[src/rtl/gen_lut_search_if.sv]
// Requester/ROM-facing bus of the reverse-lookup engine: request, response and
// the combinational ROM address/data pair.
interface gen_lut_search_if #(
    parameter int ADDR_WIDTH = 10,
    parameter int ROM_WIDTH  = 8
);
    logic                  req_valid_i;
    logic                  req_ready_o;
    logic [ROM_WIDTH-1:0]  key_i;
    logic [ADDR_WIDTH-1:0] rom_addr_o;
    logic [ROM_WIDTH-1:0]  rom_data_i;
    logic                  rsp_valid_o;
    logic                  rsp_ready_i;
    logic                  rsp_found_o;
    logic [ADDR_WIDTH-1:0] rsp_addr_o;

    modport slave (
        input  req_valid_i, key_i, rom_data_i, rsp_ready_i,
        output req_ready_o, rom_addr_o, rsp_valid_o, rsp_found_o, rsp_addr_o
    );

    modport master (
        output req_valid_i, key_i, rom_data_i, rsp_ready_i,
        input  req_ready_o, rom_addr_o, rsp_valid_o, rsp_found_o, rsp_addr_o
    );
endinterface

[src/rtl/gen_lut_search.sv]
// Reverse lookup over a combinational-read LUT ROM: linear scan from address 0,
// reporting the lowest address whose word equals the key, or a miss.
module gen_lut_search #(
    parameter int ADDR_WIDTH = 10,
    parameter int ROM_WIDTH  = 8
) (
    input  logic             clk_i,
    input  logic             rst_n_i,
    gen_lut_search_if.slave  bus
);
    typedef enum logic [1:0] {IDLE, SCAN, RESP} state_t;

    state_t                r_state;
    state_t                w_state_next;
    logic [ROM_WIDTH-1:0]  r_key;
    logic [ADDR_WIDTH-1:0] r_rom_addr;
    logic                  r_found;
    logic [ADDR_WIDTH-1:0] r_addr;
    logic                  w_match;
    logic                  w_last;

    assign w_match = (bus.rom_data_i == r_key);
    assign w_last  = &r_rom_addr;

    always_comb begin
        w_state_next = r_state;
        case (r_state)
            IDLE:    if (bus.req_valid_i) w_state_next = SCAN;
            SCAN:    if (w_match || w_last) w_state_next = RESP;
            RESP:    if (bus.rsp_ready_i) w_state_next = IDLE;
            default: w_state_next = IDLE;
        endcase
    end

    always_ff @(posedge clk_i or negedge rst_n_i) begin
        if (!rst_n_i) begin
            r_state    <= IDLE;
            r_key      <= '0;
            r_rom_addr <= '0;
            r_found    <= 1'b0;
            r_addr     <= '0;
        end else begin
            r_state <= w_state_next;
            case (r_state)
                IDLE: begin
                    if (bus.req_valid_i) begin
                        r_key      <= bus.key_i;
                        r_rom_addr <= '0;
                    end
                end
                SCAN: begin
                    // Match is checked before the terminal count so the last word can still hit.
                    if (w_match) begin
                        r_found <= 1'b1;
                        r_addr  <= r_rom_addr;
                    end else if (w_last) begin
                        r_found <= 1'b0;
                        r_addr  <= '0;
                    end else begin
                        r_rom_addr <= r_rom_addr + 1'b1;
                    end
                end
                default: ;
            endcase
        end
    end

    assign bus.req_ready_o = (r_state == IDLE);
    assign bus.rsp_valid_o = (r_state == RESP);
    assign bus.rom_addr_o  = r_rom_addr;
    assign bus.rsp_found_o = r_found;
    assign bus.rsp_addr_o  = r_addr;
endmodule
[src/flat_wrapper.sv]
// flat-port wrapper written by rule: the top's interface ports become plain ports
module gen_lut_search_flat 
#(
    parameter int ADDR_WIDTH = 10,
    parameter int ROM_WIDTH  = 8
)
  (clk_i, rst_n_i, bus_req_valid_i, bus_key_i, bus_rom_data_i, bus_rsp_ready_i, bus_req_ready_o, bus_rom_addr_o, bus_rsp_valid_o, bus_rsp_found_o, bus_rsp_addr_o);
  gen_lut_search_if #(.ADDR_WIDTH(ADDR_WIDTH), .ROM_WIDTH(ROM_WIDTH)) bus_i ();
  input  logic clk_i;
  input  logic rst_n_i;
  input wire logic [$bits(bus_i.req_valid_i)-1:0] bus_req_valid_i;
  input wire logic [$bits(bus_i.key_i)-1:0] bus_key_i;
  input wire logic [$bits(bus_i.rom_data_i)-1:0] bus_rom_data_i;
  input wire logic [$bits(bus_i.rsp_ready_i)-1:0] bus_rsp_ready_i;
  output wire logic [$bits(bus_i.req_ready_o)-1:0] bus_req_ready_o;
  output wire logic [$bits(bus_i.rom_addr_o)-1:0] bus_rom_addr_o;
  output wire logic [$bits(bus_i.rsp_valid_o)-1:0] bus_rsp_valid_o;
  output wire logic [$bits(bus_i.rsp_found_o)-1:0] bus_rsp_found_o;
  output wire logic [$bits(bus_i.rsp_addr_o)-1:0] bus_rsp_addr_o;
  assign bus_i.req_valid_i = bus_req_valid_i;
  assign bus_i.key_i = bus_key_i;
  assign bus_i.rom_data_i = bus_rom_data_i;
  assign bus_i.rsp_ready_i = bus_rsp_ready_i;
  assign bus_req_ready_o = bus_i.req_ready_o;
  assign bus_rom_addr_o = bus_i.rom_addr_o;
  assign bus_rsp_valid_o = bus_i.rsp_valid_o;
  assign bus_rsp_found_o = bus_i.rsp_found_o;
  assign bus_rsp_addr_o = bus_i.rsp_addr_o;
  gen_lut_search #(.ADDR_WIDTH(ADDR_WIDTH), .ROM_WIDTH(ROM_WIDTH)) u_core (.clk_i(clk_i), .rst_n_i(rst_n_i), .bus(bus_i));
endmodule
[config.mk]
export PLATFORM = sky130hd
export DESIGN_NAME = gen_lut_search_flat
export DESIGN_NICKNAME = d
export VERILOG_FILES = /design/src/rtl/gen_lut_search_if.sv /design/src/rtl/gen_lut_search.sv /design/src/flat_wrapper.sv
export SDC_FILE = /design/constraint.sdc
export NUM_CORES = 1
export LEC_CHECK = 0
export CAP_MARGIN = 25
export CORE_UTILIZATION = 51
export CTS_BUF_LIST = sky130_fd_sc_hd__clkbuf_8
export DETAILED_ROUTE_END_ITERATION = 6
export HOLD_SLACK_MARGIN = 0.1
export PLACE_DENSITY_LB_ADDON = 0.1
export SYNTH_ARGS = -nofsm -noshare
export SYNTH_HDL_FRONTEND = slang
export SYNTH_SLANG_ARGS = --single-unit
[constraint.sdc]
create_clock -name clk_i -period 5.2 [get_ports clk_i]
set_input_delay 0.78 -clock clk_i [delete_from_list [all_inputs] [get_ports clk_i]]
set_output_delay 0.78 -clock clk_i [all_outputs]
set_load 0.005 [all_outputs]
==> flow_metrics.py, run 1 <==
metrics = {
    "grt": {
        "grt.total_usage_pct": 25.1,
        "antenna_found_initial": 0,
        "grt_overflow": 0,
        "grt_max_degree": 32,
        "grt_pass1_wl_mm": 5.07,
        "first_global_vias": 1082,
    },
    "setup_path": {
        "slowest_delay_ps": 630,
        "startpoint_type": "input pin",
        "crit_type": "in2reg",
        "critPathArrivalTime_ps": 2840,
        "slowest_stage": "a21oi_1",
        "worstPathCellList": "clkdlybuf4s50_1, xor2_1, nor4_1, nand2_1, a21oi_1, o22ai_1, o2bb2ai_1",
        "cp.required_ps": 5370,
        "crit_fanout": 11,
        "crit_path_end_kind": "register",
    },
    "placed_design": {
        "post-place-cells": 212,
        "dpl.hpwl_mm": 2.26,
        "globalplace.congestion": 0.805,
        "io_buffers": 42,
    },
    "floorplan": {
        "die_y_um": 54.5,
        "boundaryPins": 43,
        "die_w_um": 54.5,
        "die-area_um2": 2970,
        "core-area_um2": 2540,
        "start_util_pct": 55.2,
        "num_rows": 18,
    },
    "cells_and_area": {
        "fillers": 186,
        "finish.utilization_pct": 75.9,
        "layout_common_cells": "clkdlybuf4s50_1, nand2_1, dfrtp_1",
        "drive_gt1_share_pct": 4.76,
        "area_growth_pct": 37.5,
        "fin_cells": 219,
        "final_common_cell": "clkdlybuf4s50_1",
        "regArea_um2": 776,
        "multi_input_area_um2": 588,
        "diodes": 0,
        "nets": 210,
    },
    "routing": {
        "wl_per_cell_um": 14.5,
        "ant_nets": 0,
        "vias": 1203,
        "drt_iter0_markers": 19,
        "routed_wl_mm": 3.17,
        "drtPass1Iterations": 4,
        "viasPerCell": 5.49,
        "route.detailed.drc": 0,
    },
    "sta": {
        "post-route-min-period_ps": 2670,
        "setup-violations-final": 0,
        "skew_ps": 6.91,
        "rsz0062_at_grt": "no",
        "fin_crit_sh_pct": 51.3,
        "fin_setup_tns_ps": 0,
        "relSlewSlack_pct": 45.4,
        "tightest_slew_ps": 816,
        "whs_ps": 478,
        "max_freq_ghz": 0.375,
        "slew_viol_final": 0,
        "final_hold_viol_count": 0,
    },
    "yosys": {
        "syn_area_per_cell_um2": 9.76,
        "yosys_warnings": 0,
        "syn-instance-count": 144,
        "syn_nets": 165,
        "seq_area_frac_synth_pct": 55.2,
        "synth_cell_types": 27,
        "ys_seq_elements": 31,
        "netlist_area_um2": 1410,
    },
    "clock_network": {
        "clkLatencyLatePin_ps": 280,
        "root_buffer": "clkbuf_8",
        "ctsResizeCount": 0,
        "htree_levels": 2,
        "clk_pin_slew_ps": 70,
        "numClockSinks": 31,
        "cts_buffer_depth": 2,
        "hold_buffers": 0,
        "cts_tree": "done",
        "post_cts_buffers": 0,
        "cts_buffers": 5,
    },
    "flow_run": {
        "drv_cap": 0,
    },
    "power": {
        "pwr_density_cell_nw_per_um2": 452,
        "combPwrFrac_pct": 34.2,
        "p_int_mw": 0.578,
        "design_power_total_mw": 0.873,
        "p_leak_nw": 0.885,
        "irDropWorstVdd_mv": 0.341,
        "pwr-share-clk_pct": 21.4,
        "swShare_pct": 33.8,
        "power_switching_mw": 0.295,
        "p_seq_share_pct": 44.3,
    },
    "hold_path": {
        "hp-class": "reg2reg",
    },
    "run_status": {
        "status": "completed",
    },
}
-- final timing paths --
path,startpoint,to,slack (ps),cells after the start
min in group asynchronous,rst_n_i,u_core.bus.rsp_found_o,890,2
setup / recovery,bus_rom_data_i[1],u_core.bus.rom_addr_o[5],2530,7
max in group asynchronous,rst_n_i,u_core.bus.rom_addr_o[8],4020,2
hold / removal,u_core.bus.rsp_found_o,u_core.bus.rsp_found_o,480,1
setup reg to reg,u_core.bus.rom_addr_o[0],u_core.bus.rom_addr_o[5],2890,7
hold reg to reg,u_core.bus.rsp_found_o,u_core.bus.rsp_found_o,480,1
-- power by group through the flow --
stage / sequential [mW] / clock, mW / combinational, mW
2_1_floorplan: 0.378 / 0 / 0.169
3_3_place_gp: 0.386 / 0 / 0.287
3_5_place_dp: 0.390 / 0 / 0.299
4_1_cts: 0.386 / 0.189 / 0.301
5_1_grt: 0.400 / 0.198 / 0.342
6_report: 0.387 / 0.187 / 0.299
-- per-layer routing --
metal	global-route usage [%]	vias up	wire length, µm
li1	-	587	-
met2	39.0	30	1530
met5	0	-	0
met4	8.55	0	29
met3	7.22	4	133
met1	33.3	582	1480
-- through the flow --
step	cell area [µm²]	worst slack, ps
after floorplan	1410	3250
after global placement	1840	2410
after detailed placement	1840	2300
after CTS	1930	2590
after global routing	1930	2380
final	1930	2530
-- registers in the layout (all words and copies together) (netlist names) --
signal,cells
u_core.bus.rom_addr_o,10
u_core.bus.rsp_addr_o,10
u_core.r_key,8
u_core.r_state,2
u_core.bus.rsp_found_o,1
-- area by class of cell --
class                      instances  share of cell area, %
sequential                        31                   40.2
timing repair buffer              43                   22.2
tap                               30                   1.94
clock inverter                     1                  0.259
clock buffer                       6                   4.27
inverter                           4                  0.777
multi-input combinational        104                   30.4
-- worst max-delay path, delay by kind of cell --
family	cells	cell delay, ps
AO/OA/AOI/OAI	3	980
XOR/XNOR	1	140
buffers and inverters	1	410
AND/OR/NAND/NOR	2	510
-- cell families after synthesis --
family,after synthesis,share of synthesized area [%]
AO/OA/AOI/OAI,32,15.9
XOR/XNOR,8,4.99
adder cells (fa/ha/maj),1,0.890
buffers and inverters,9,2.94
flip-flops,31,55.2
AND/OR/NAND/NOR,63,20.1
-- cells in the mapped netlist, drive strengths merged --
cell | n | area (µm²)
a21o | 1 | 7.51
a21oi | 2 | 10.0
a22o | 10 | 87.6
and2 | 3 | 18.8
and4 | 1 | 8.76
buf | 4 | 22.5
clkbuf | 1 | 3.75
dfrtp | 31 | 776
ha | 1 | 12.5
inv | 4 | 15.0
nand2 | 34 | 128
nand2b | 2 | 12.5
nand3 | 6 | 30.0
nand4 | 3 | 18.8
nor2 | 10 | 37.5
nor2b | 1 | 6.26
nor3 | 1 | 10.0
nor4 | 2 | 12.5
o211ai | 1 | 7.51
o21ai | 11 | 55.1
o22a | 1 | 8.76
o22ai | 1 | 6.26
o2bb2ai | 1 | 8.76
o31ai | 3 | 22.5
o41ai | 1 | 8.76
xor2 | 8 | 70.1
Note: power is estimated with default switching activity, not from simulation.
==> run 2, diff against run 1 <==
Settings changed: CORE_UTILIZATION 51 to 43.
Clock period 5.2 ns to 2.4 ns, I/O delays scaled along.
==> flow_metrics.py, run 2 (synthesis gave the netlist of run 1 again) <==
metrics = {
    "sta": {
        "skew_ps": 6.72,
        "setup-violations-final": 0,
        "fin_crit_sh_pct": 81.6,
        "post-route-min-period_ps": 1960,
        "relSlewSlack_pct": 73.0,
        "max_freq_ghz": 0.511,
        "final_hold_viol_count": 0,
        "rsz0062_at_grt": "no",
        "slew_viol_final": 0,
        "fin_setup_tns_ps": 0,
        "tightest_slew_ps": 403,
    },
    "placed_design": {
        "post-place-cells": 228,
        "post_dp_cell_area_um2": 1880,
        "dpl.hpwl_mm": 2.15,
        "io_buffers": 42,
        "globalplace.congestion": 0.835,
    },
    "setup_path": {
        "path_delay_family": "simple AND/OR/NAND/NOR gates",
        "crit_fanout": 12,
        "slowest_delay_ps": 410,
        "cp.required_ps": 2570,
        "startpoint": "bus_rom_data_i[1]",
        "worstPathCellList": "clkdlybuf4s50_1, xor2_1, nor4_1, nand2_1, nand2_1, nand2_1, a22o_1",
        "slowest_stage": "clkdlybuf4s50_1",
        "crit_path_end_kind": "register",
        "r2r-end": "u_core.bus.rom_addr_o[8]",
        "critPathArrivalTime_ps": 2120,
        "rr_startpoint": "u_core.bus.rom_addr_o[0]",
        "startpoint_type": "input pin",
        "crit_end": "u_core.bus.rsp_addr_o[2]",
        "crit_type": "in2reg",
        "cp_common_cell": "nand2_1",
        "ff2ff_path_depth": 8,
        "reg2reg_slack_ps": 480,
        "path_buf_inv": 1,
        "cp.depth": 7,
    },
    "routing": {
        "routed_wl_mm": 3.00,
        "drt_iter0_markers": 34,
        "wl_met3_um": 189,
        "met2_length_mm": 1.35,
        "vias": 1194,
        "wl_met1_mm": 1.41,
        "viasPerCell": 5.08,
        "ant_nets": 0,
        "route.detailed.drc": 0,
        "wl_per_cell_um": 12.8,
        "top_layer_used": "met4",
        "drtPass1Iterations": 4,
    },
    "power": {
        "irDropWorstVdd_mv": 0.608,
        "design_power_total_mw": 1.90,
        "pwr_density_cell_nw_per_um2": 965,
        "p_leak_nw": 0.896,
    },
    "floorplan": {
        "die_w_um": 59.2,
        "start_util_pct": 45.7,
        "core-area_um2": 3080,
        "die_y_um": 59.2,
        "num_rows": 20,
        "boundaryPins": 43,
        "die-area_um2": 3500,
    },
    "cells_and_area": {
        "fin_cells": 235,
        "area_growth_pct": 39.8,
        "fillers": 273,
        "regArea_um2": 776,
        "drive_gt1_share_pct": 5.76,
        "postLayoutCellArea_um2": 1960,
        "multi_input_area_um2": 588,
        "nets": 212,
        "diodes": 0,
        "final_common_cell": "clkdlybuf4s50_1",
        "finish.utilization_pct": 63.8,
        "layout_common_cells": "clkdlybuf4s50_1, nand2_1, dfrtp_1",
    },
    "clock_network": {
        "cts_buffer_depth": 2,
        "htree_levels": 2,
        "cts_tree": "done",
        "root_buffer": "clkbuf_8",
        "clkLatencyLatePin_ps": 280,
        "hold_buffers": 0,
        "numClockSinks": 31,
        "post_cts_buffers": 0,
        "ctsResizeCount": 0,
        "clk_pin_slew_ps": 60,
        "cts_buffers": 5,
    },
    "grt": {
        "grt.total_usage_pct": 19.5,
        "grt_pass1_wl_mm": 4.86,
        "grt_overflow": 0,
        "antenna_found_initial": 0,
        "first_global_vias": 1094,
        "grt_max_degree": 32,
    },
    "hold_path": {
        "hp-class": "in2async",
    },
    "flow_run": {
        "drv_cap": 0,
    },
    "run_status": {
        "status": "completed",
    },
}
-- run 2: changes by cell type in the layout (fill, tap and decap cells not counted) --
| cell | delta |
|---|---|
| buf_4 | +2 |
-- run 2: final cells by class --
class | instances | area share, %
multi-input cells | 104 | 29.9
repair buffers | 45 | 22.5
well taps | 44 | 2.80
flip-flops and latches | 31 | 39.5
clock inverters | 1 | 0.255
inverters | 4 | 0.764
clock buffers | 6 | 4.20
-- run 2: worst min-delay path by stage --
stage | start | endpoint | slack, ps | cells past startpoint
6_report | rst_n_i | u_core.bus.rsp_addr_o[2] | 460 | 2
5_1_grt | u_core.bus.rsp_found_o | u_core.bus.rsp_found_o | 510 | 1
4_1_cts | rst_n_i | u_core.bus.rsp_addr_o[2] | 470 | 2
3_5_place_dp | u_core.bus.rsp_found_o | u_core.bus.rsp_found_o | 480 | 1
3_3_place_gp | u_core.bus.rsp_found_o | u_core.bus.rsp_found_o | 460 | 1
2_1_floorplan | rst_n_i | u_core.bus.rom_addr_o[0] | 60 | 0
-- run 2: metrics by stage --
stage / worst slack, ps / hold WS [ps]
finish: 442 / 465
global route: 351 / 514
CTS: 441 / 469
detailed placement: 140 / 478
global placement: 164 / 463
floorplan: 709 / 64.4
-- run 2: routing by layer --
layer / track usage [%] / vias up
met1: 26.5 / 557
met2: 29.1 / 37
li1: - / 594
met5: 0 / -
met3: 6.11 / 6
met4: 8.16 / 0
-- run 2: worst register-to-register path: cells and delay by family, from the launching register on --
kind,cells,cell delay (ps)
buffers and inverters,1,190
adders and majority gates,1,260
AOI/OAI and AO/OA,3,480
and+or+nand+nor,3,400
DFF,1,480
-- run 2: power breakdown --
part	switching, mW	leakage (nW)	internal, mW
registers	0.159	0.402	0.679
clock network	0.174	0.0470	0.224
logic	0.300	0.446	0.359
